<file path="src/rtl/fft_pkg.sv">
// Shared constants for the 8-point Q8.8 FFT datapath.
// Used by the input framer and by the FFT core itself.
package fft_pkg;

    localparam int DATA_W = 16;
    localparam int FFT_N  = 8;
    localparam int IDX_W  = $clog2(FFT_N);

    // Q8.8 unity
    localparam logic [DATA_W-1:0] ONE = 16'h0100;

    localparam logic [IDX_W-1:0] LAST_IDX = IDX_W'(FFT_N - 1);

endpackage

</file>
<file path="src/rtl/fft_frame_bank.sv">
// One 8-entry sample bank of the double-buffered framer.
// Single write port, all entries visible in parallel on a flat bus.
module fft_frame_bank #(
    parameter int W = fft_pkg::DATA_W
) (
    input  logic                            clk_i,
    input  logic                            rst_ni,
    input  logic                            we_i,
    input  logic [fft_pkg::IDX_W-1:0]       idx_i,
    input  logic [W-1:0]                    din_i,
    output logic [fft_pkg::FFT_N*W-1:0]     dout_o
);

    import fft_pkg::*;

    logic [W-1:0] mem_q [FFT_N];

    always_ff @(posedge clk_i or negedge rst_ni) begin
        if (!rst_ni) begin
            for (int i = 0; i < FFT_N; i++) begin
                mem_q[i] <= '0;
            end
        end else if (we_i) begin
            mem_q[idx_i] <= din_i;
        end
    end

    always_comb begin
        dout_o = '0;
        for (int i = 0; i < FFT_N; i++) begin
            dout_o[i*W +: W] = mem_q[i];
        end
    end

endmodule

</file>
<file path="src/rtl/fft8_input_framer.sv">
// Serial-to-parallel framer feeding the combinational 8-point FFT.
// Two banks ping-pong: one fills from the stream while the other is consumed.
module fft8_input_framer #(
    parameter int DATA_W   = fft_pkg::DATA_W,
    parameter bit CHK_LAST = 1'b1
) (
    input  logic              clk,
    input  logic              rst_n,
    input  logic [DATA_W-1:0] s_data,
    input  logic              s_valid,
    input  logic              s_last,
    output logic              s_ready,
    output logic [DATA_W-1:0] x0,
    output logic [DATA_W-1:0] x1,
    output logic [DATA_W-1:0] x2,
    output logic [DATA_W-1:0] x3,
    output logic [DATA_W-1:0] x4,
    output logic [DATA_W-1:0] x5,
    output logic [DATA_W-1:0] x6,
    output logic [DATA_W-1:0] x7,
    output logic              f_valid,
    input  logic              f_ready,
    output logic              frame_err,
    output logic [7:0]        frame_cnt
);

    import fft_pkg::*;

    logic [IDX_W-1:0] wr_idx_q, wr_idx_d;
    logic             wr_bank_q, wr_bank_d;
    logic             rd_bank_q, rd_bank_d;
    logic [1:0]       full_q, full_d;
    logic             err_q, err_d;
    logic [7:0]       cnt_q, cnt_d;

    logic [FFT_N*DATA_W-1:0] dout [2];
    logic [FFT_N*DATA_W-1:0] sel;

    logic s_fire, f_fire, at_last, drop, miss;

    assign s_ready = !full_q[wr_bank_q];
    assign f_valid = full_q[rd_bank_q];
    assign s_fire  = s_valid && s_ready;
    assign f_fire  = f_valid && f_ready;
    assign at_last = (wr_idx_q == LAST_IDX);
    assign drop    = CHK_LAST && s_last && !at_last;
    assign miss    = CHK_LAST && !s_last && at_last;

    // Fill and drain never hit the same bank: a full write bank stalls input.
    always_comb begin
        wr_idx_d  = wr_idx_q;
        wr_bank_d = wr_bank_q;
        rd_bank_d = rd_bank_q;
        full_d    = full_q;
        err_d     = 1'b0;
        cnt_d     = cnt_q;
        if (f_fire) begin
            full_d[rd_bank_q] = 1'b0;
            rd_bank_d         = !rd_bank_q;
            cnt_d             = cnt_q + 8'd1;
        end
        if (s_fire) begin
            err_d = drop || miss;
            unique case (1'b1)
                at_last: begin
                    full_d[wr_bank_q] = 1'b1;
                    wr_bank_d         = !wr_bank_q;
                    wr_idx_d          = '0;
                end
                drop:    wr_idx_d = '0;
                default: wr_idx_d = wr_idx_q + 1'b1;
            endcase
        end
    end

    always_ff @(posedge clk or negedge rst_n) begin
        if (!rst_n) begin
            wr_idx_q  <= '0;
            wr_bank_q <= 1'b0;
            rd_bank_q <= 1'b0;
            full_q    <= '0;
            err_q     <= 1'b0;
            cnt_q     <= '0;
        end else begin
            wr_idx_q  <= wr_idx_d;
            wr_bank_q <= wr_bank_d;
            rd_bank_q <= rd_bank_d;
            full_q    <= full_d;
            err_q     <= err_d;
            cnt_q     <= cnt_d;
        end
    end

    for (genvar b = 0; b < 2; b++) begin : g_bank
        fft_frame_bank #(
            .W (DATA_W)
        ) u_bank (
            .clk_i  (clk),
            .rst_ni (rst_n),
            .we_i   (s_fire && (wr_bank_q == b[0])),
            .idx_i  (wr_idx_q),
            .din_i  (s_data),
            .dout_o (dout[b])
        );
    end

    assign sel = dout[rd_bank_q];

    assign x0 = sel[0*DATA_W +: DATA_W];
    assign x1 = sel[1*DATA_W +: DATA_W];
    assign x2 = sel[2*DATA_W +: DATA_W];
    assign x3 = sel[3*DATA_W +: DATA_W];
    assign x4 = sel[4*DATA_W +: DATA_W];
    assign x5 = sel[5*DATA_W +: DATA_W];
    assign x6 = sel[6*DATA_W +: DATA_W];
    assign x7 = sel[7*DATA_W +: DATA_W];

    assign frame_err = err_q;
    assign frame_cnt = cnt_q;

endmodule

</file>
<file path="config.mk">
export PLATFORM = sky130hd
export DESIGN_NAME = fft8_input_framer
export DESIGN_NICKNAME = d
export VERILOG_FILES = /design/src/rtl/fft_pkg.sv /design/src/rtl/fft_frame_bank.sv /design/src/rtl/fft8_input_framer.sv
export SDC_FILE = /design/constraint.sdc
export NUM_CORES = 1
export LEC_CHECK = 0
export CORE_MARGIN = 3
export CORE_UTILIZATION = 35
export CTS_CLUSTER_SIZE = 14
export DETAILED_ROUTE_END_ITERATION = 10
export PLACE_DENSITY = 0.65
export SLEW_MARGIN = 20
export SYNTH_ARGS = -nofsm -noshare
export SYNTH_HDL_FRONTEND = slang
export SYNTH_HIERARCHICAL = 1
export SYNTH_SLANG_ARGS = --single-unit
</file>
<file path="constraint.sdc">
create_clock -name clk -period 2.02 [get_ports clk]
set_input_delay 0.404 -clock clk [delete_from_list [all_inputs] [get_ports clk]]
set_output_delay 0.404 -clock clk [all_outputs]
set_load 0.02 [all_outputs]
</file>
==> metrics.csv <==
metric,value,unit
fmax,432,MHz
headroom to the max-slew limit,0.549,
area delta synth->final,38.3,%
setup ws final,-0.297,ns
Via density,4.86,
fin crit share,1.15,
syn_area_per_cell,15.8,sq um
"Setup violations, final",129,
failing checks,negative setup slack,
CTS buffer count,30,
Worst-Skew Late Latency,0.54,ns
max_cap viols,0,
share of post-route cells with drive strength above 1,0.667,
die boundary height,192,um
antenna violations before repair,0,
RSZ-0062 raised after global routing,yes,
Core ar.,33900,sq um
CP Max Fanout,8,
clk buf depth,3,
Critical Path RT,1.62,ns
diode count,0,
placed inst area,14900,sq um
"Async S/R FF share, synth",1.00,
global route overflow,0,
CTS root buf,clkbuf_16,
Routed Antenna Nets,0,
Initial Utilization,0.358,
clk sink count,272,
"EDFF count, synth",0,
CP arrival,1.91,ns
Setup CP Type,reg -> out,
measured slew at the worst slew-check pin,0.675,ns
"flops & latches, synth",272,
crit path time final,2.32,ns
DP HPWL,18900,um
drc violations,0,
Final Instance Count excl. Fillers,1475,
GPL Wtd Cong,0.717,
Leak,8.36,nW
Buffers on Ports,159,
vias in the first global route,7536,
syn_nets,792,
synth unique cells,37,
DR pass1 iterations,4,
cells after synthesis,767,
"Cell Area, Synth",12100,sq um
CTS tree,yes,
Ports,160,
Peak VDD IR,0.817,mV
wire per inst,20.2,um
final hold viol count,0,
CP startpoint kind,register,
die area,37000,sq um
"Top FF cell, synth",dfrtp_1,
Die X,192,um
fin area,16800,sq um
placed cells,1399,
status,"finished, violations left",
Layout Nets,1028,
total track usage,0.160,
crit end category,output pin,
Site Rows,67,
largest net degree at the start of global routing,59,
CTS H-tree lvls,1,
Ys Warns,6,
DR vias,7167,
initial DRC count,222,
first-pass GRT wire length,45700,um
"Slew Viols, Final",0,
Clock transition at path regs,0.06,ns
worst min path class,in -> async,
clock skew,0.0144,ns
final WL,29700,um
sequential-to-total area share from yosys stat,0.561,
PD cells,1510,nW/um^2
[layout by cell type, fill, tap and decap left out, types with 6 or more instances in the layout]
master	count
clkbuf_1	6
mux2_2	290
buf_6	116
buf_4	47
mux2_4	96
buf_12	30
nand4b_2	6
clkbuf_8	6
buf_2	14
nor4bb_4	6
clkinv_2	6
clkdlybuf4s50_1	22
clkbuf_16	35
buf_16	7
dfrtp_1	269
[state kept, by name, indices dropped and copies added (netlist names)]
register / count
frame_cnt: 8
rd_bank_q: 1
g_bank.u_bank/dout_o: 256
wr_bank_q: 1
wr_idx_q: 3
full_q: 2
frame_err: 1
[cell type report]
cell class / instances / area, sq um
Fill cell: 2913 / 17100
Timing Repair Buffer: 249 / 2950
Clock inverter: 13 / 195
Clock buffer: 43 / 881
Tap cell: 448 / 561
Inverter: 3 / 11.3
Multi-Input combinational cell: 447 / 5380
Sequential cell: 272 / 6810
[power by group]
part	internal, mW	switching [mW]
logic	6.72	4.89
clock network	3.65	2.19
registers	6.99	0.840
total	17.4	7.92
[critical path, stage by stage (launching register included)]
cell and delay [ns]:
dfrtp_4 0.51, buf_12 0.19, clkbuf_16 0.17, mux2_2 0.34, buf_6 0.13
[metal layers]
metal | track usage | vias up | routed length [um]
li1 | - | 3264 | -
met1 | 0.230 | 3753 | 13900
met2 | 0.257 | 127 | 14100
met3 | 0.0308 | 23 | 1400
met4 | 0.0261 | 0 | 294
met5 | 0 | - | 0
[Yosys cell counts, types with 2 or more instances]
library cell	count	area [sq um]
nor4b_4	2	47.6
nand2_2	2	12.5
nand4_2	2	25.0
xor2_1	2	17.5
a21bo_2	2	20.0
buf_8	2	30.0
buf_6	10	113
nand4b_2	6	90.1
buf_2	19	95.1
dfrtp_1	272	6810
nor2_1	4	15.0
nand4_1	4	25.0
and3_1	3	18.8
nor4bb_1	6	60.1
buf_4	13	97.6
mux2_2	364	4100
nand2_1	4	15.0
mux2_4	22	330
nand3_1	2	10.0
xnor2_1	5	43.8
ha_1	4	50.1
inv_1	2	7.51
[repair_timing]
item                                    CTS  global route
endpoints found under the setup margin  131           185
hold buffers                              1             0
cloned                                    8             4
hold endpoints to repair                 39             0
setup buffers                             8             1
gates resized for setup                 706           141
[worst paths after layout]
kind / from / end / slack [ns] / depth (start not counted)
min in group clk: frame_cnt[7] / frame_cnt[7] / 0.48 / 1
max in group asynchronous: rst_n / g_bank[0].u_bank/dout_o[123] / 0.98 / 3
worst max register to register: full_q[1] / g_bank[1].u_bank/dout_o[64] / 0.17 / 4
worst min-delay path: rst_n / g_bank[1].u_bank/dout_o[32] / 0.35 / 2
worst max-delay path: rd_bank_q / x4[12] / -0.30 / 4
worst min register to register: frame_cnt[7] / frame_cnt[7] / 0.48 / 1
[logic make-up after synthesis]
group,synth area share
AOI/OAI and AO/OA,0.00433
xor gates and xnor gates,0.00505
adders and majority gates,0.00412
buffers and inverters,0.0290
DFF,0.561
muxes,0.367
and+or+nand+nor,0.0300
[per-stage QoR]
stage / hold WS, ns / total power [mW] / TNS, ns / setup WS (ns) / utilization
6_report: 0.354 / 25.3 / -31.06 / -0.297 / 0.496
5_1_grt: 0.366 / 26.5 / -38.78 / -0.355 / 0.496
4_1_cts: 0.351 / 24.6 / -35.58 / -0.357 / 0.480
3_5_place_dp: 0.342 / 17.8 / -59.45 / -0.380 / 0.440
3_3_place_gp: 0.341 / 17.6 / -58.25 / -0.365 / 0.440
2_1_floorplan: 0.108 / 13.5 / 0 / 0.183 / -
No activity file was read; power rests on OpenSTA's default activity.
